### src/rtl/wb_port_arbiter_pkg.sv
// Shared CPU constants and helpers for the writeback arbiter and its scoreboard.
package wb_port_arbiter_pkg;

   localparam int XLEN   = 32;
   localparam int REG_AW = 5;
   localparam int NREGS  = 32;

   typedef enum logic [1:0] {
      WIN_NONE = 2'd0,
      WIN_A    = 2'd1,
      WIN_B    = 2'd2
   } win_e;

   function automatic logic [NREGS-1:0] reg_onehot(input logic [REG_AW-1:0] r);
      reg_onehot = {{(NREGS-1){1'b0}}, 1'b1} << r;
   endfunction

endpackage

### src/rtl/wb_port_arbiter_scoreboard.sv
// Busy-register scoreboard: long-latency issues mark rd busy, B completions release it.
module wb_scoreboard
   import wb_port_arbiter_pkg::*;
(
   input  logic              clk_i,
   input  logic              rst_ni,
   input  logic              set_i,
   input  logic [REG_AW-1:0] set_rd_i,
   input  logic              clr_i,
   input  logic [REG_AW-1:0] clr_rd_i,
   input  logic [REG_AW-1:0] rs1_i,
   input  logic [REG_AW-1:0] rs2_i,
   output logic              hazard_o
);

   logic [NREGS-1:0] busy_q;
   logic [NREGS-1:0] busy_d;
   logic [NREGS-1:0] set_vec_s;
   logic [NREGS-1:0] clr_vec_s;

   // Next busy vector; a set applied after the clear so a same-cycle set wins.
   always_comb begin
      set_vec_s = {NREGS{1'b0}};
      clr_vec_s = {NREGS{1'b0}};
      if (set_i) begin
         set_vec_s = reg_onehot(set_rd_i);
      end else begin
         set_vec_s = {NREGS{1'b0}};
      end
      if (clr_i) begin
         clr_vec_s = reg_onehot(clr_rd_i);
      end else begin
         clr_vec_s = {NREGS{1'b0}};
      end
      busy_d    = (busy_q & ~clr_vec_s) | set_vec_s;
      busy_d[0] = 1'b0;
   end

   // Busy vector register.
   always_ff @(posedge clk_i or negedge rst_ni) begin
      if (!rst_ni) begin
         busy_q <= {NREGS{1'b0}};
      end else begin
         busy_q <= busy_d;
      end
   end

   // Operand lookup uses only the registered vector: no same-cycle bypass.
   always_comb begin
      hazard_o = ((rs1_i != {REG_AW{1'b0}}) & busy_q[rs1_i])
               | ((rs2_i != {REG_AW{1'b0}}) & busy_q[rs2_i]);
   end

endmodule

### src/rtl/wb_port_arbiter.sv
// Two-requester register-file write port arbiter with starvation guard for B
// and a busy scoreboard for long-latency destinations.
module wb_port_arbiter
   import wb_port_arbiter_pkg::*;
#(
   parameter int STARVE_MAX = 4
)(
   input  logic              clk_regs,
   input  logic              rst,
   input  logic              a_valid,
   input  logic [REG_AW-1:0] a_rd,
   input  logic [XLEN-1:0]   a_data,
   output logic              a_ready,
   input  logic              b_valid,
   input  logic [REG_AW-1:0] b_rd,
   input  logic [XLEN-1:0]   b_data,
   output logic              b_ready,
   input  logic              iss_valid,
   input  logic [REG_AW-1:0] iss_rd,
   input  logic              iss_long,
   input  logic [REG_AW-1:0] rs1,
   input  logic [REG_AW-1:0] rs2,
   output logic              hazard,
   output logic [XLEN-1:0]   rf_din,
   output logic [REG_AW-1:0] rf_rd,
   output logic              rf_wrt
);

   localparam int                CNT_W      = $clog2(STARVE_MAX + 1);
   localparam logic [CNT_W-1:0] STARVE_LIM = CNT_W'(STARVE_MAX);

   logic [CNT_W-1:0]  starve_cnt_q, starve_cnt_d;
   logic [XLEN-1:0]   rf_din_q, rf_din_d;
   logic [REG_AW-1:0] rf_rd_q, rf_rd_d;
   logic              rf_wrt_q, rf_wrt_d;
   logic              starved_s;
   logic              a_xfer_s;
   logic              b_xfer_s;
   win_e              win_s;

   // Grant: A has priority unless B has been refused STARVE_MAX times.
   always_comb begin
      starved_s = (starve_cnt_q == STARVE_LIM);
      if (starved_s) begin
         a_ready = 1'b0;
         b_ready = 1'b1;
      end else begin
         a_ready = 1'b1;
         b_ready = ~a_valid;
      end
      a_xfer_s = a_valid & a_ready;
      b_xfer_s = b_valid & b_ready;
   end

   // Starvation counter next state; held while B is idle.
   always_comb begin
      if (b_xfer_s) begin
         starve_cnt_d = {CNT_W{1'b0}};
      end else if (b_valid && !b_ready && !starved_s) begin
         starve_cnt_d = starve_cnt_q + {{(CNT_W-1){1'b0}}, 1'b1};
      end else begin
         starve_cnt_d = starve_cnt_q;
      end
   end

   // Winner selection and register-file write next state; rd 0 never writes.
   always_comb begin
      win_s    = WIN_NONE;
      rf_din_d = rf_din_q;
      rf_rd_d  = rf_rd_q;
      rf_wrt_d = 1'b0;
      if (a_xfer_s) begin
         win_s = WIN_A;
      end else if (b_xfer_s) begin
         win_s = WIN_B;
      end else begin
         win_s = WIN_NONE;
      end
      case (win_s)
         WIN_A: begin
            rf_din_d = a_data;
            rf_rd_d  = a_rd;
            rf_wrt_d = (a_rd != {REG_AW{1'b0}});
         end
         WIN_B: begin
            rf_din_d = b_data;
            rf_rd_d  = b_rd;
            rf_wrt_d = (b_rd != {REG_AW{1'b0}});
         end
         default: begin
            rf_din_d = rf_din_q;
            rf_rd_d  = rf_rd_q;
            rf_wrt_d = 1'b0;
         end
      endcase
   end

   // State registers.
   always_ff @(posedge clk_regs or negedge rst) begin
      if (!rst) begin
         starve_cnt_q <= {CNT_W{1'b0}};
         rf_din_q     <= {XLEN{1'b0}};
         rf_rd_q      <= {REG_AW{1'b0}};
         rf_wrt_q     <= 1'b0;
      end else begin
         starve_cnt_q <= starve_cnt_d;
         rf_din_q     <= rf_din_d;
         rf_rd_q      <= rf_rd_d;
         rf_wrt_q     <= rf_wrt_d;
      end
   end

   assign rf_din = rf_din_q;
   assign rf_rd  = rf_rd_q;
   assign rf_wrt = rf_wrt_q;

   wb_scoreboard u_scoreboard (
      .clk_i    (clk_regs),
      .rst_ni   (rst),
      .set_i    (iss_valid & iss_long),
      .set_rd_i (iss_rd),
      .clr_i    (b_xfer_s),
      .clr_rd_i (b_rd),
      .rs1_i    (rs1),
      .rs2_i    (rs2),
      .hazard_o (hazard)
   );

endmodule
### config.mk
export PLATFORM = sky130hd
export DESIGN_NAME = wb_port_arbiter
export DESIGN_NICKNAME = d
export VERILOG_FILES = /design/src/rtl/wb_port_arbiter_pkg.sv /design/src/rtl/wb_port_arbiter_scoreboard.sv /design/src/rtl/wb_port_arbiter.sv
export SDC_FILE = /design/constraint.sdc
export NUM_CORES = 1
export LEC_CHECK = 0
export CAP_MARGIN = 20
export CORE_MARGIN = 10
export CORE_UTILIZATION = 45
export CTS_CLUSTER_DIAMETER = 60
export DETAILED_ROUTE_END_ITERATION = 6
export PLACE_DENSITY = 0.8
export SLEW_MARGIN = 20
export SYNTH_ARGS = -nofsm -noshare
export SYNTH_HDL_FRONTEND = slang
export SYNTH_SLANG_ARGS = --single-unit
export TNS_END_PERCENT = 30
### constraint.sdc
create_clock -name clk_regs -period 3.9 [get_ports clk_regs]
set_input_delay 1.17 -clock clk_regs [delete_from_list [all_inputs] [get_ports clk_regs]]
set_output_delay 1.17 -clock clk_regs [all_outputs]
set_load 0.02 [all_outputs]
==> impl_metrics.tcl, run 1 <==
set metrics [dict create \
    grt_pass1_vias 3785 \
    synth-edff-count 0 \
    max_slew_margin_pct 55.8 \
    drive_above_1_share_pct 11.2 \
    async_flop_share_pct 100 \
    grt_overflow 0 \
    die_h_um 112 \
    port_buffers 135 \
    outcome "finished, final reports clean" \
    dieArea_sq_um 12500 \
    postCtsHoldBufs 0 \
    netlist_instances 369 \
    die-width_um 112 \
    dr_total_vias 3516 \
    io_pins 136 \
    synth_largest_area_cell "dfrtp_1" \
    nets 617 \
    numClockSinks 72 \
    wl_met1_um 4790 \
    r2r_cells 8 \
    avgSynthCellArea_sq_um 10.2 \
    clk_path_buf_depth 2 \
    min-delay-start "u_scoreboard.busy_q[19]$_DFF_PN0_" \
    post-route-period-util_pct 98.2 \
    finalWirelength_um 12600 \
    drt-vias-per-instance 5.58 \
    synth_area_leaders "dfrtp_1 48%, o21ai_0 14%, mux2i_1 12%" \
    cts_max_level 3 \
    synth_ff_type "dfrtp_1" \
    maxUsedRoutingLayer "met4" \
    final_area_sq_um 5570 \
    synth_cell_types 37 \
    crit_arrival_ns 2.66 \
    globalplace.congestion 0.956 \
    crit_required_ns 2.73 \
    dp_cells 612 \
    path_buf_inv 3 \
    initial_core_util_pct 46.2 \
    rsz0062_at_grt "false" \
    finalPower_uw 2210 \
    synth-seq-cells 72 \
    n_antenna_cell 0 \
    cts_root_buffer "clkbuf_8" \
    antenna_found_initial 0 \
    critPathMaxFanout 5 \
    syn_to_final_growth_pct 47.4 \
    dp_slack_ns -0.799 \
    hold_depth 2 \
    worstReg2RegEnd "u_scoreboard.busy_q[25]$_DFF_PN0_" \
    dp_hpwl_um 9940 \
    dpl_cell_area_sq_um 5330 \
    reg2reg_slack_ns 1.79 \
    finalHoldViolCount 0 \
    core-area_sq_um 8180 \
    finalMaxSlewViolations 0 \
    synth_area_sq_um 3780 \
    final_cells 630 \
    cp_slowest_stage_delay_ns 0.49 \
    row_count 33 \
    synthDominantCellAreaShare_pct 47.7 \
    max_freq_mhz 261 \
    cp-start-kind "input port" \
    crit_slowest_cell "mux4_2" \
    synth_most_common_cell "o21ai_0" \
    post_drt_wl_per_cell_um 20.0 \
    cts_buffers 9 \
    synthTopCellsByCount "106 x o21ai_0, 72 x dfrtp_1, 47 x nand2_1" \
    synth_warnings 0 \
    fin_util_pct 68.2 \
    power_leakage_uw 0.00241 \
    path_class "input port to primary output" \
    clk_pin_slew_ns 0.07 \
    grt_start_max_net_pins 82 \
    path_cells "buf_2 > buf_6 > mux4_2 > o211a_1 > o21ai_2 > and4_1 > nand4_1 > buf_4" \
    ant_nets 0 \
    crit_path_end_kind "primary output" \
    multi_input_area_sq_um 1870 \
    grtUsageTotal_pct 19.8 \
    drtPass1Iterations 4 \
    min_period_ns 3.83 \
    ir_worst_vdd_v 0.000260 \
    fill_cells 627 \
    grt_first_pass_wirelength_um 20000 \
    rr_startpoint "starve_cnt_q[0]$_DFFE_PN0P_" \
    met3_length_um 1440 \
    crit_family "multiplexers" \
    cts_tree "done" \
    hp-class "flip-flop to flip-flop" \
    fin_skew_ns 0.0156 \
    worst_pin_slew_ns 0.663 \
    synth_nets 466 \
    clk_latency_ns 0.35 \
    holdPathEnd "u_scoreboard.busy_q[19]$_DFF_PN0_" \
    drtIter0Drc 168 \
    seqCellArea_sq_um 1800 \
    synth-seq-area-share_pct 47.7 \
    drc 0 \
    dr_wl_met2_um 5890 \
    drv_cap 0 \
    worst_slack_ns 0.0700 \
    power.density_nw_per_um2 397 \
    setup_violations 0 \
]
[cell families after synthesis]
family          count (synthesis)  share of synthesized area [%]
fa+ha+maj                       2                          0.662
flops                          72                           47.7
compound gates                120                           16.9
simple gates                   92                           12.3
buf+inv                        26                           3.41
mux                            57                           19.1
[how the worst max path moves through the flow]
stage                      start      to  slack, ns  cells past startpoint
final                     rs2[0]  hazard       0.07                      8
after global routing      rs2[0]  hazard      0.004                      8
after CTS                 rs1[0]  hazard       0.01                      7
after detailed placement  rs2[0]  hazard      -0.80                      9
after global placement    rs2[0]  hazard      -0.70                      8
after floorplan           rs2[0]  hazard       0.30                      6
[where the power goes]
group / internal [uW] / switching, uW
clock: 397 / 279
sequential: 859 / 100
combinational: 306 / 273
[per-stage QoR]
step           setup TNS [ns]  hold WS, ns
3_5_place_dp           -0.799        0.536
2_1_floorplan               0        0.476
3_3_place_gp           -0.698        0.527
4_1_cts                     0        0.552
5_1_grt                     0        0.590
6_report                    0        0.552
[flip-flops by register name, indices dropped and copies added (netlist names)]
| signal | flops |
|---|---|
| rf_wrt | 1 |
| rf_din | 32 |
| starve_cnt_q | 3 |
| rf_rd | 5 |
| u_scoreboard.busy_q | 31 |
[final cells by class]
| class | instances | share of cell area, % |
|---|---|---|
| sequential | 72 | 32.3 |
| timing repair buffer | 160 | 27.2 |
| multi-input combinational | 271 | 33.6 |
| clock inverter | 4 | 1.37 |
| inverter | 6 | 0.404 |
| tap | 105 | 2.36 |
| clock buffer | 12 | 2.78 |
[per-layer routing]
layer	GRT usage, %	up-vias
met5	0	-
met4	9.43	0
met3	10.3	37
met2	32.0	161
met1	21.1	1656
li1	-	1662
[what timing repair did]
action                                  in CTS  in global routing
gates cloned                                 1                  0
endpoints found under the setup margin       1                  1
gates resized for setup                     18                  4
pin swaps                                    2                  1
buffers inserted                             1                  0
[cell usage in the layout (no fill, tap or decap), types with 3 or more instances in the layout]
master / netlist / routed
clkdlybuf4s50_1: 0 / 126
o21ai_0: 106 / 106
dfrtp_1: 72 / 72
nand2_1: 47 / 47
mux2i_1: 45 / 45
buf_4: 0 / 25
clkbuf_8: 0 / 11
nor2b_1: 8 / 8
nand3_1: 7 / 7
inv_1: 6 / 6
nand3b_1: 6 / 6
nand4_1: 6 / 6
mux4_1: 6 / 6
mux4_2: 4 / 4
nor2_1: 3 / 3
or3_1: 3 / 3
o2111ai_1: 3 / 3
buf_2: 7 / 3
[worst min-delay path: stages (launching register included)]
cell,delay [ns]
dfrtp_1,0.36
o21ai_0,0.08
o21ai_0,0.08
Note: power is estimated with default switching activity, not from simulation.
==> run 2, diff against run 1 <==
- GPL_ROUTABILITY_DRIVEN: unset -> 1
==> results of run 2 <==
No change in the layout: final DEF, timing and power equal those of run 1.
==> run 3, diff against run 2 <==
- ABC_AREA: unset -> 1
- GPL_TIMING_DRIVEN: unset -> 0
- PLACE_DENSITY: 0.8 -> 0.79
==> run 3 against run 2 <==
First-iteration DRC count grew 71%. Cell area rose by 0.90%. Setup slack improved by 0.12 ns. Combinational power increased by 14%. Non-clock buffer count decreased by 6. Critical endpoint unchanged.
==> impl_metrics.tcl, run 3 <==
set metrics [dict create \
    outcome "finished, final reports clean" \
    antenna_found_initial 0 \
    reg2reg_slack_ns 1.86 \
    multi_input_area_sq_um 1830 \
    drt-vias-per-instance 5.31 \
    io_pins 136 \
    die_h_um 114 \
    clk_latency_ns 0.35 \
    path_cells "clkbuf_2 > inv_1 > buf_2 > nand2_1 > nand2_1 > nand2_1 > nand3_1 > nand3_1 > nand2_1 > nand2_1 > nand2_1 > inv_1 > nand2_1 > buf_2" \
    drtPass1Iterations 5 \
    crit_arrival_ns 2.54 \
    drv_cap 0 \
    async_flop_share_pct 100 \
    largest_reg_flops 32 \
    post_drt_wl_per_cell_um 17.1 \
    path_class "input port to primary output" \
    synth-edff-count 0 \
    max_slew_margin_pct 66.1 \
    clk_path_buf_depth 2 \
    post-route-period-util_pct 95.0 \
    crit_family "buffers and inverters" \
    crit_path_end_kind "primary output" \
    mostFrequentLayoutCells "216 x nand2_1, 124 x clkdlybuf4s50_1, 74 x nand3_1" \
    layout_commonest_cell "nand2_1" \
    worst_pin_slew_ns 0.508 \
    grt_pass1_vias 4361 \
    finalHoldViolCount 0 \
    row_count 34 \
    cts_tree "done" \
    synth_largest_area_cell "dfrtp_1" \
    fill_cells 790 \
    core-area_sq_um 8680 \
    crit_slowest_cell "buf_2" \
    use_met3_pct 10.4 \
    dp_hpwl_um 11200 \
    cp_slowest_stage_delay_ns 0.28 \
    worstReg2RegEnd "u_scoreboard.busy_q[16]$_DFF_PN0_" \
    synth_cell_types 24 \
    numClockSinks 72 \
    finalMaxSlewViolations 0 \
    fin_skew_ns 0.00774 \
    setup_violations 0 \
    hold_depth 2 \
    synth_area_sq_um 3980 \
    synthDominantCellAreaShare_pct 45.3 \
    synth-seq-area-share_pct 45.3 \
    grt_first_pass_wirelength_um 22500 \
    setup_tns_ns 0 \
    ir_worst_vdd_v 0.000254 \
    cts_root_buffer "clkbuf_8" \
    max_freq_mhz 270 \
    hp-class "flip-flop to flip-flop" \
    power_leakage_uw 0.00263 \
    synth_area_leaders "dfrtp_1 45%, nand2_1 20%, nand3_1 9.3%" \
    drive_above_1_share_pct 5.49 \
    port_buffers 127 \
    min-delay-start "rf_din[28]$_DFFE_PN0P_" \
    synth_ff_type "dfrtp_1" \
    dieArea_sq_um 13000 \
    critPathMaxFanout 10 \
    drtIter0Drc 287 \
    clk_pin_slew_ns 0.07 \
    rsz0062_at_grt "false" \
    grt_overflow 0 \
    crit_required_ns 2.73 \
    avgSynthCellArea_sq_um 7.01 \
    n_antenna_cell 0 \
    synth_nets 664 \
    cts_buffers 9 \
    rr_startpoint "starve_cnt_q[0]$_DFFE_PN0P_" \
    synth-seq-cells 72 \
    grt_start_max_net_pins 46 \
    min_period_ns 3.71 \
    globalplace.congestion 0.939 \
    cp-start-kind "input port" \
    drc 0 \
    nets 803 \
    synth_warnings 0 \
    holdPathEnd "rf_din[28]$_DFFE_PN0P_" \
    cp_common_cell "nand2_1" \
    grt_busiest_layer "met2" \
    die-width_um 114 \
    seqCellArea_sq_um 1800 \
    synth_most_common_cell "nand2_1" \
    netlist_instances 567 \
    cts_setup_buffers 0 \
    grtUsageTotal_pct 21.5 \
    ant_nets 0 \
    dr_total_vias 4352 \
    fin_util_pct 64.8 \
    finalWirelength_um 14000 \
    power.density_nw_per_um2 392 \
    postCtsHoldBufs 0 \
    grt_util_met1_pct 24.2 \
    synthTopCellsByCount "216 x nand2_1, 74 x nand3_1, 72 x dfrtp_1" \
    r2r_cells 10 \
    initial_core_util_pct 45.8 \
    use_met2_pct 34.0 \
    finalPower_uw 2200 \
    cts_max_level 3 \
    syn_to_final_growth_pct 41.4 \
    path_buf_inv 5 \
]
==> run 3: cell types whose count changed after synthesis, sizes merged, moves of 4 or more <==
cell	change
nor2	+14
inv	+54
mux4	-10
nor3	+8
o21ai	-43
nand3b	-6
nor2b	-8
mux2i	-45
o211ai	+4
nand3	+67
clkbuf	+5
nand2	+171
nand4	+6
==> run 3: where the power goes <==
group	switching, uW	leakage [uW]	internal (uW)
clock network	271	0.000103	329
registers	76.2	0.000894	865
logic	370	0.00164	291
total	717	0.00263	1490
==> run 3: cells by family (layout without fill, tap and decap cells) <==
kind of cell | Yosys count | count (layout) | synth area share, %
AOI/OAI and AO/OA | 73 | 73 | 9.72
adders and majority gates | 2 | 2 | 0.629
buffers and inverters | 88 | 232 | 8.84
and+or+nand+nor | 331 | 331 | 35.3
xor gates and xnor gates | 1 | 1 | 0.220
DFF | 72 | 72 | 45.3
==> run 3: per-stage QoR <==
stage               setup WS (ns)  cells  area [sq um]  hold WS, ns
floorplan                   0.516    567          3980        0.463
global placement           -0.748    802          5380        0.467
detailed placement         -0.517    803          5410        0.470
CTS                        0.0119    819          5620        0.488
global route               0.0336    819          5620        0.514
finish                      0.195    819          5620        0.483
==> run 3: area by class of cell <==
type	count	area share (%)
buffer	26	2.31
clock buffer	13	2.83
clock inverter	3	0.712
inverter	62	4.14
multi-input combinational	407	32.6
sequential	72	32.0
tap	108	2.40
timing repair buffer	128	23.0
==> run 3: per-layer routing <==
metal / share of wire [%] / vias up / routed length (um)
li1: - / 2101 / -
met1: 38 / 1991 / 5400
met2: 46 / 227 / 6450
met3: 13 / 33 / 1770
met4: 3.0 / 0 / 428
met5: 0 / - / 0
==> run 3: timing repair <==
item,4_1_cts,5_1_grt
resized for setup,7,5
endpoints found under the setup margin,1,1
hold endpoints to repair,0,0
cloned,0,0
==> run 3: how the worst max path moves through the flow <==
stage	cells after the start	slack (ns)	end	from
5_1_grt	15	0.03	hazard	rs2[0]
4_1_cts	14	0.01	hazard	rs2[1]
6_report	14	0.19	hazard	rs2[0]
3_5_place_dp	14	-0.52	hazard	rs2[1]
2_1_floorplan	13	0.52	hazard	rs1[0]
3_3_place_gp	1	-0.75	u_scoreboard.busy_q[13]$_DFF_PN0_	rst
==> run 3: tightest hold or removal path, stage by stage (launching register included) <==
cell     delay, ns
dfrtp_1       0.35
nand2_1       0.05
nand3_1       0.05
